===== src/rtl/muldiv_wb_unit.sv =====
// Iterative signed 32-bit multiply (radix-2 Booth) / divide (restoring) unit that
// presents its result as a register-file write request with a valid/ready handshake.
module muldiv_wb_unit #(
    parameter int WIDTH    = 32,
    parameter int REG_ADDR = 5,
    parameter int ITERS    = 32
) (
    input  logic                clock,
    input  logic                ctrl_reset,
    input  logic                ctrl_MULT,
    input  logic                ctrl_DIV,
    input  logic [WIDTH-1:0]    data_operandA,
    input  logic [WIDTH-1:0]    data_operandB,
    input  logic [REG_ADDR-1:0] ctrl_destReg,
    output logic                busy,
    output logic                wb_valid,
    input  logic                wb_ready,
    output logic [REG_ADDR-1:0] wb_reg,
    output logic [WIDTH-1:0]    wb_data,
    output logic                wb_exception
);
    localparam int CW = $clog2(ITERS);

    typedef enum logic [1:0] {IDLE, MUL, DIV, DONE} state_t;

    state_t              state, next_state;
    logic [CW-1:0]       cnt;
    logic [WIDTH:0]      acc;      // Booth high half / division remainder
    logic [WIDTH-1:0]    lo;       // Booth multiplier-product / division quotient
    logic                qm1;
    logic [WIDTH-1:0]    mcand;    // multiplicand, or divisor magnitude
    logic                neg;
    logic [REG_ADDR-1:0] dest;

    logic                last, div_zero;
    state_t              finish_state;
    logic [WIDTH-1:0]    abs_a, abs_b;
    logic [WIDTH:0]      m_ext, booth_sum, booth_acc;
    logic [WIDTH-1:0]    booth_lo;
    logic                mul_ovf;
    logic [WIDTH:0]      div_shift, div_trial, div_acc;
    logic [WIDTH-1:0]    div_lo, quotient;
    logic                div_ok, div_ovf;

    assign last         = (cnt == CW'(ITERS - 1));
    assign div_zero     = (mcand == '0);
    assign finish_state = (dest == '0) ? IDLE : DONE;
    assign abs_a        = data_operandA[WIDTH-1] ? -data_operandA : data_operandA;
    assign abs_b        = data_operandB[WIDTH-1] ? -data_operandB : data_operandB;

    // NOTE: every combinational output gets a default first so no latch is inferred.
    always_comb begin
        m_ext     = {mcand[WIDTH-1], mcand};
        booth_sum = acc;
        case ({lo[0], qm1})
            2'b01:   booth_sum = acc + m_ext;
            2'b10:   booth_sum = acc - m_ext;
            default: booth_sum = acc;
        endcase
        booth_acc = {booth_sum[WIDTH], booth_sum[WIDTH:1]};
        booth_lo  = {booth_sum[0], lo[WIDTH-1:1]};
        // The 64-bit product overflows 32 bits unless the high half is pure sign extension.
        mul_ovf   = (booth_acc[WIDTH-1:0] != {WIDTH{booth_lo[WIDTH-1]}});

        div_shift = {acc[WIDTH-1:0], lo[WIDTH-1]};
        div_trial = div_shift - {1'b0, mcand};
        div_ok    = ~div_trial[WIDTH];
        div_acc   = div_ok ? div_trial : div_shift;
        div_lo    = {lo[WIDTH-2:0], div_ok};
        quotient  = neg ? -div_lo : div_lo;
        // Only a positive quotient of 2^31 (MIN / -1) cannot be represented.
        div_ovf   = ~neg & div_lo[WIDTH-1];
    end

    // NOTE: sequential state uses non-blocking assignments so all registers update together.
    always_ff @(posedge clock or posedge ctrl_reset) begin
        if (ctrl_reset) state <= IDLE;
        else            state <= next_state;
    end

    always_comb begin
        next_state = state;
        case (state)
            IDLE: if (ctrl_MULT ^ ctrl_DIV) next_state = ctrl_MULT ? MUL : DIV;
            MUL:  if (last) next_state = finish_state;
            DIV:  if (div_zero || last) next_state = finish_state;
            DONE: if (wb_ready) next_state = IDLE;
            default: next_state = IDLE;
        endcase
    end

    always_comb begin
        busy     = (state != IDLE);
        wb_valid = (state == DONE);
    end

    // NOTE: datapath registers are reset too, so outputs are clean zeros after an abort.
    always_ff @(posedge clock or posedge ctrl_reset) begin
        if (ctrl_reset) begin
            cnt          <= '0;
            acc          <= '0;
            lo           <= '0;
            qm1          <= 1'b0;
            mcand        <= '0;
            neg          <= 1'b0;
            dest         <= '0;
            wb_reg       <= '0;
            wb_data      <= '0;
            wb_exception <= 1'b0;
        end else begin
            case (state)
                IDLE: if (ctrl_MULT ^ ctrl_DIV) begin
                    cnt   <= '0;
                    acc   <= '0;
                    qm1   <= 1'b0;
                    neg   <= data_operandA[WIDTH-1] ^ data_operandB[WIDTH-1];
                    dest  <= ctrl_destReg;
                    lo    <= ctrl_MULT ? data_operandA : abs_a;
                    mcand <= ctrl_MULT ? data_operandB : abs_b;
                end
                MUL: begin
                    acc <= booth_acc;
                    lo  <= booth_lo;
                    qm1 <= lo[0];
                    cnt <= cnt + 1'b1;
                    if (last) begin
                        wb_reg       <= dest;
                        wb_data      <= booth_lo;
                        wb_exception <= mul_ovf;
                    end
                end
                DIV: begin
                    if (div_zero) begin
                        wb_reg       <= dest;
                        wb_data      <= '0;
                        wb_exception <= 1'b1;
                    end else begin
                        acc <= div_acc;
                        lo  <= div_lo;
                        cnt <= cnt + 1'b1;
                        if (last) begin
                            wb_reg       <= dest;
                            wb_data      <= quotient;
                            wb_exception <= div_ovf;
                        end
                    end
                end
                default: ;
            endcase
        end
    end
endmodule


===== config.mk =====
export PLATFORM = sky130hd
export DESIGN_NAME = muldiv_wb_unit
export DESIGN_NICKNAME = d
export VERILOG_FILES = /design/src/rtl/muldiv_wb_unit.sv
export SDC_FILE = /design/constraint.sdc
export NUM_CORES = 1
export LEC_CHECK = 0
export BUFFER_PORTS_ARGS = -buffer_cell sky130_fd_sc_hd__buf_2
export CORE_MARGIN = 2
export CORE_UTILIZATION = 45
export CTS_BUF_LIST = sky130_fd_sc_hd__clkbuf_16
export DETAILED_ROUTE_END_ITERATION = 12
export GPL_TIMING_DRIVEN = 0
export PLACE_DENSITY = 0.69
export SYNTH_ARGS = -nofsm -noshare
export SYNTH_HDL_FRONTEND = slang
export SYNTH_SLANG_ARGS = --single-unit

===== constraint.sdc =====
create_clock -name clock -period 5.6 [get_ports clock]
set_clock_uncertainty 0.05 [all_clocks]
set_input_delay 1.12 -clock clock [delete_from_list [all_inputs] [get_ports clock]]
set_output_delay 1.12 -clock clock [all_outputs]
set_load 0.1 [all_outputs]

# Yosys cells after proc, flatten, opt, wreduce, memory -nomap -nowiden
# Index checks and enable logic that the tools add are counted.
dict set report classes {
  add_sub_neg 7
  eq_ne 13
  mux 36
  bitwise_logic 5
  reduce_logical 13
}
# cell n
set ops {}
lappend ops {{$mux 32} 10}
lappend ops {{$mux 33} 3}
lappend ops {{$pmux 33 s3} 1}
lappend ops {{$neg 32->32} 3}
lappend ops {{$pmux 32 s3} 1}
lappend ops {{$pmux 33 s2} 1}
lappend ops {{$pmux 32 s2} 1}
lappend ops {{$add 33x33->33} 1}
lappend ops {{$sub 33x32->33} 1}
lappend ops {{$sub 33x33->33} 1}
lappend ops {{$logic_not 32->1} 1}
lappend ops {{$ne 32x32->1} 1}
lappend ops {{$mux 5} 4}
lappend ops {{$pmux 5 s3} 1}
lappend ops {{$mux 2} 6}
lappend ops {{$pmux 5 s2} 1}
lappend ops {{$ne 2x2->1 const B} 4}
lappend ops {{$pmux 2 s4} 1}
lappend ops {{$eq 2x2->1 const B} 3}
lappend ops {{$reduce_and 3->1} 2}
lappend ops {{$reduce_bool 2->1} 3}
lappend ops {{$add 5x1->5 const B} 1}
lappend ops {{$eq 5x5->1 const B} 1}
lappend ops {{$logic_not 5->1} 1}
lappend ops {{13 further kinds} 21}
dict set report totals {
  ff_bits 149
  inputBits 74
}

# Logic depth before layout (Yosys ltp)
# Gate-level depths: netlist (run 1).
dict set report logic_depth {
  ltp_word 7
  ltp_mapped 27
}

# Worst setup path before layout (run 1)
# OpenSTA, ideal clock, no wires.
dict set report synth_path {
  kind {reg2reg}
  from {register mcand[7]}
  to {register wb_data[24]}
  setup_time_ns 0.137
  arrival_ns 5.488
  required_time_ns 5.413
  slack_ns -0.075
  path_stages_with_launch 27
  path_buffers 1
  cell_sequence {dfrtp_1 > inv_1 > ha_1 > a21o_1 > a221o_1 > a32o_1 > nand4bb_1 > o2111ai_1 > a21oi_1 > o21ai_0 > a21oi_1 > a21o_1 > a21oi_1 > o21ai_0 > ha_1 > inv_1 > buf_1 > ha_1 > nand2_1 > or3_1 > or3_1 > nand2b_1 > or2_2 > o21ai_0 > xnor2_1 > a22oi_1 > a21oi_1}
}
dict set report synth_between {
  elab_chain_len 7
  word_cells_on_any_way 10
}
# element line
set synth_rtl {}
lappend synth_rtl {{start: declaration} 31} ;# logic [WIDTH-1:0] mcand;
lappend synth_rtl {{start signal: assignment} 119} ;# mcand <= ctrl_MULT ? data_operandB : abs_b;
lappend synth_rtl {{$sub 33x32->33} 66} ;# div_trial = div_shift - {1'b0, mcand};
lappend synth_rtl {{$not 1->1} 67} ;# div_ok = ~div_trial[WIDTH];
lappend synth_rtl {{$neg 32->32} 70} ;# quotient = neg ? -div_lo : div_lo;
lappend synth_rtl {{$mux 32} 70}
lappend synth_rtl {{$mux 32} 141} ;# if (last) begin
lappend synth_rtl {{$mux 32} 133} ;# if (div_zero) begin
lappend synth_rtl {{$pmux 32 s2} 111} ;# case (state)
lappend synth_rtl {{end signal: assignment} 128} ;# wb_data <= booth_lo;
lappend synth_rtl {{end signal: assignment} 143} ;# wb_data <= quotient;
lappend synth_rtl {{end: declaration} 19} ;# output logic [WIDTH-1:0] wb_data,
# Parallel ways exist; a longest one is shown, timed or not. The select of a mux whose other input is x is not followed.
# A chain may end at the register's enable or synchronous reset.

# Worst setup path in the final report (run 1)
dict set report layout_path {
  from {register acc[6]}
  to {register wb_data[30]}
}
dict set report layout_between {
  elab_chain_len 7
}
# element line
set layout_rtl {}
lappend layout_rtl {{start: declaration} 28} ;# logic [WIDTH:0] acc;
lappend layout_rtl {{start signal: assignment} 122} ;# acc <= booth_acc;
lappend layout_rtl {{start signal: assignment} 138} ;# acc <= div_acc;
lappend layout_rtl {{$sub 33x32->33} 66}
lappend layout_rtl {{$not 1->1} 67}
lappend layout_rtl {{$neg 32->32} 70}
lappend layout_rtl {{$mux 32} 70}
lappend layout_rtl {{$mux 32} 141}
lappend layout_rtl {{$mux 32} 133}
lappend layout_rtl {{$pmux 32 s2} 111}
# Every way passes these cells. The select of a mux whose other input is x is not followed.

==> results.cfg, run 1 <==
[run_status]
outcome = complete, no violations

[drt]
highest_layer = met4
dr.pass1.iters = 5
vias_per_cell = 6.05
drt_iter0_markers = 1254
wl_met3_um = 2840
wl_met2_um = 20800
drc = 0
m1WireLength_um = 19600
wire_per_inst_um = 19.6
vias = 13800
drt-total-wl_um = 44700
final_antenna_net_count = 0

[clock_network]
cts.sinks = 149
cts_buffer_depth = 2
clk_latency_ps = 440
cts_tree = built
cts_made_buffers = 17
clk_pin_slew_ps = 70
cts_root_buf = clkbuf_16
h-tree-depth = 4

[global_routing]
overflow = 0
grt_pass1_vias = 12900
grt_pass1_wl_um = 69700
track_usage = 0.282
grt_start_max_net_pins = 91
antenna_found_initial = 0

[placement]
place_area_um2 = 14600
place.port_buffers = 112
place.gp.congestion = 0.945
post-dp-hpwl_um = 34500
pre_cts_slack_ps = -1670

[layout]
num_antenna_cells = 0
stdcell_area_um2 = 15700
fin_nets = 2027
drive_gt1_frac = 0.157
area_growth_pct = 16.0
seqCellArea_um2 = 3740
multi_input_area_um2 = 9370
top_register = acc
n_fill_cell = 2936
largest_reg_flops = 33

[synth]
synth-edff-count = 0
yosysSeqAreaShare = 0.276
yosysTopAreaCell = dfrtp_1
syn_area_um2 = 13500
syn_area_per_cell_um2 = 7.86
synth_commonest_cells = nand2_1 (195), a21oi_1 (152), nor2_1 (150), dfrtp_1 (149), o21ai_0 (144)
synth-seq-cells = 149
synth_warnings = 0
synth_area_leaders = dfrtp_1 (28%), xnor2_1 (7.3%), ha_1 (7.1%), a21oi_1 (5.6%), nand2_1 (5.4%)
netlist-cell-type-count = 86
synth.most_common_cell = nand2_1
yosysTopAreaCellShare = 0.276
synth_nets = 1873
synth_cells = 1720
synth_top_flop_cell = dfrtp_1
ys_async_sr_fraction = 1.00

[critical_path]
cpPeakStageDelay_ps = 450
slowest_stage = dfrtp_2
path_class = reg2reg
end_kind = flop
startpoint_type = flop
crit_required_ps = 5840
critPathArrivalTime_ps = 5770
rrSetupSlack_ps = 80
path_max_fanout = 6

[floorplan]
ioPinCount = 114
start_util = 0.456
dieArea_um2 = 31400
chipWidth_um = 177
row_count = 63
die-height_um = 177
placeableCoreArea_um2 = 29600

[timing]
setup_viol = 0
finalCritPeriodShare = 0.986
fin_setup_tns_ps = 0
hold_ws_ps = 431
final_hold_viol_count = 0
slew_violations = 0
worst_slew_pin_slew_ps = 1130
fmax_mhz = 181
rsz0062_at_grt = yes
slew_headroom = 0.238
fin_crit_ps = 5520
worst_slack_ps = 75.8

[flow_run]
max-cap-violations = 0

[power_and_ir_drop]
p_per_area_nw_per_um2 = 733
vdd_ir_drop_max_v = 0.000354
p_leak_nw = 6.76

[hold_path]
hp-class = reg2reg
layout make-up:
cell class,count,area share
inverter,69,0.0173
clock buffer,17,0.0271
multi-input combinational,1397,0.597
timing repair buffer,136,0.0485
sequential,149,0.238
tap,390,0.0311
clock inverter,15,0.0101
buffer,104,0.0305
routing by layer:
metal | global-route usage | vias up
met5 | 0 | -
met3 | 0.0330 | 91
met1 | 0.380 | 6516
li1 | - | 6582
met4 | 0.0960 | 0
met2 | 0.470 | 588
critical path, delay by kind of cell (launching register included):
family                   cells  cell delay (ps)
AO/OA/AOI/OAI               13             2360
XOR/XNOR                     1              100
adder cells (fa/ha/maj)      3              670
buffers and inverters        2              200
flip-flops                   1              450
AND/OR/NAND/NOR              6             1530
power by group:
part / total [W] / switching, W / internal, W
Sequential: 0.00188 / 0.000444 / 0.00144
Clock: 0.00117 / 0.000577 / 0.000596
Combinational: 0.00845 / 0.00523 / 0.00322
worst paths after layout:
kind / from / endpoint / cells past startpoint
worst max register to register: acc[6] / wb_data[30] / 25
worst min register to register: cnt[4] / cnt[4] / 2
worst max-delay path: acc[6] / wb_data[30] / 25
max in group asynchronous: ctrl_reset / acc[26] / 3
worst min-delay path: cnt[4] / cnt[4] / 2
min in group asynchronous: ctrl_reset / acc[0] / 2
repair_timing:
item	CTS	global route
setup buffers	13	10
endpoints found under the setup margin	37	16
pin swaps	15	21
gates resized for setup	50	38
hold buffers	0	0
kinds of logic after synthesis:
logic type | count (synthesis) | share of synthesized area
simple gates | 560 | 0.197
buf+inv | 174 | 0.0533
compound gates | 558 | 0.264
flops | 149 | 0.276
mux | 41 | 0.0320
xor+xnor | 159 | 0.103
fa+ha+maj | 79 | 0.0742
metrics by stage:
stage                     total power [W]  instances   util
after global routing               0.0124       2277  0.529
after global placement            0.00951       2222  0.492
after detailed placement          0.00962       2223  0.493
after floorplan                   0.00755       1720      -
final                              0.0115       2277  0.529
after CTS                          0.0111       2268  0.522
placed cells by master (no fill, tap or decap), drive strengths merged, types with 5 or more instances in the layout:
cell    count
a211oi      7
a21o       24
a21oi     155
a221oi     32
a22oi      33
a31oi      19
a41oi       8
and2       10
and3       15
and4        6
buf       153
clkbuf    104
dfrtp     149
ha         77
inv        76
mux2       18
mux2i      23
nand2     195
nand2b     15
nand3      22
nand4      14
nor2      150
nor2b      13
nor3       43
nor3b       5
nor4       15
o211ai      5
o21a       13
o21ai     147
o22ai       5
o31ai      52
o41ai      10
or2         5
or3        22
or4        16
xnor2     112
xor2       47
Power figures use the tool's default switching activity.
==> run 2: changes to the inputs <==
--- a/config.mk
+++ b/config.mk
@@ -5,7 +5,7 @@
 export SDC_FILE = /design/constraint.sdc
 export NUM_CORES = 1
 export LEC_CHECK = 0
-export BUFFER_PORTS_ARGS = -buffer_cell sky130_fd_sc_hd__buf_2
+export BUFFER_PORTS_ARGS = -buffer_cell sky130_fd_sc_hd__buf_4
 export CORE_MARGIN = 2
 export CORE_UTILIZATION = 45
 export CTS_BUF_LIST = sky130_fd_sc_hd__clkbuf_16
==> results.cfg, run 2 (synthesis results as in run 1) <==
[flow_run]
max-cap-violations = 0

[layout]
final_common_cell = nand2_1
top_register = acc
n_fill_cell = 2872
area_growth_pct = 17.9
drive_gt1_frac = 0.157
fin_nets = 2030
num_antenna_cells = 0
layout_common_cells = nand2_1 (193), nor2_1 (149), a21oi_1 (146), dfrtp_1 (144), buf_4 (140)
largest_reg_flops = 33

[global_routing]
track_usage = 0.288
grt_pass1_wl_um = 70800
overflow = 0
grt_start_max_net_pins = 92
grt_pass1_vias = 13300
antenna_found_initial = 0

[power_and_ir_drop]
p_leak_nw = 6.82
vdd_ir_drop_max_v = 0.000350
power.total_w = 0.0115
p_per_area_nw_per_um2 = 721

[clock_network]
cts_made_buffers = 17
cts.sinks = 149
h-tree-depth = 4
cts_buffer_depth = 2
clk_latency_ps = 450
cts_root_buf = clkbuf_16
cts_hold_buffers = 0
cts_tree = built
clk_pin_slew_ps = 70

[hold_path]
hold_end = cnt[4]
worstHoldStart = cnt[4]
hold_path_depth = 2
hp-class = reg2reg

[critical_path]
r2r-end = wb_exception
cpPeakStageDelay_ps = 550
slowest_stage = or4b_1
startpoint_type = flop
rrSetupSlack_ps = 90
r2r_start = lo[0]
end_kind = flop
critPathArrivalTime_ps = 5790
rr_worst_depth = 17
cp_cell_sequence = ha_1 -> clkbuf_1 -> clkbuf_2 -> a31oi_1 -> xnor2_1 -> ha_1 -> a21oi_1 -> o21ai_0 -> a221o_2 -> or3_4 -> a41oi_2 -> xor2_1 -> o21ai_1 -> or4b_1 -> or4b_1 -> o2bb2ai_2 -> a21oi_1
path_max_fanout = 10
path_class = reg2reg
crit_required_ps = 5880

[drt]
drc = 0
wire_per_inst_um = 20.0
vias_per_cell = 6.07
vias = 13800
dr.pass1.iters = 6
final_antenna_net_count = 0
drt_iter0_markers = 1312
drt-total-wl_um = 45500

[timing]
final_hold_viol_count = 0
worst_slew_pin_slew_ps = 1110
slew_violations = 0
fmax_mhz = 182
setup_viol = 0
finalCritPeriodShare = 0.983
fin_setup_tns_ps = 0
slew_headroom = 0.256
fin_crit_ps = 5510

[run_status]
outcome = complete, no violations

[floorplan]
ioPinCount = 114
die-height_um = 177
chipWidth_um = 177
start_util = 0.456
placeableCoreArea_um2 = 29600
row_count = 63
dieArea_um2 = 31400

[placement]
place.gp.congestion = 0.956
place.port_buffers = 112
post-dp-hpwl_um = 34900
## run 2: worst max-delay path by stage
stage / startpoint / end / slack (ps) / depth (start not counted)
floorplan: mcand[7] / wb_data[24] / 70 / 26
global placement: lo[31] / wb_data[28] / -1710 / 27
detailed placement: lo[31] / wb_data[28] / -1680 / 27
CTS: lo[31] / wb_data[26] / 3 / 28
global route: mcand[0] / wb_exception / -30 / 21
finish: lo[0] / wb_exception / 90 / 17
## run 2: where the power goes
group          switching [W]  internal (W)
Sequential          0.000444       0.00144
Combinational        0.00526       0.00321
Clock               0.000555      0.000579
## run 2: area by class of cell
cell class                 instances  area [um^2]  area share
buffer                           104          473      0.0297
clock buffer                      17          425      0.0267
clock inverter                    15          121     0.00761
inverter                          69          267      0.0167
multi-input combinational       1397         9370       0.588
sequential                       149         3730       0.234
tap                              390          488      0.0306
timing repair buffer             139         1060      0.0667
## run 2: worst max-delay path, delay by kind of cell (launching register included)
family / cells / cell delay, ps
buf+inv: 2 / 820
flops: 1 / 510
fa+ha+maj: 2 / 540
xor+xnor: 2 / 400
simple gates: 3 / 1480
compound gates: 8 / 1580
## run 2: timing repair
action	4_1_cts	5_1_grt
endpoints found under the setup margin	38	12
endpoints found under the hold margin	0	0
pin swaps	14	17
buffers inserted	18	8
cloned	0	0
resized for setup	45	37
## run 2: metal layers
layer  routed length, um  global-route usage  share of wire  vias up
met5                   0                   0              0        -
met1               19500               0.377           0.43     6508
li1                    -                   -              -     6589
met2               20900               0.475           0.46      627
met4                1970               0.134          0.043        0
met3                3210              0.0351          0.071      115
## run 2: through the flow
| stage | util | cells | worst slack, ps | hold WS (ps) | cell area (um^2) |
|---|---|---|---|---|---|
| 6_report | 0.538 | 2280 | 94.8 | 424 | 15900 |
| 5_1_grt | 0.538 | 2280 | -29.1 | 469 | 15900 |
| 4_1_cts | 0.530 | 2273 | 3.27 | 430 | 15700 |
| 3_5_place_dp | 0.502 | 2223 | -1680 | 417 | 14900 |
| 3_3_place_gp | 0.501 | 2222 | -1710 | 412 | 14800 |
| 2_1_floorplan | - | 1720 | 72.4 | 395 | 13500 |
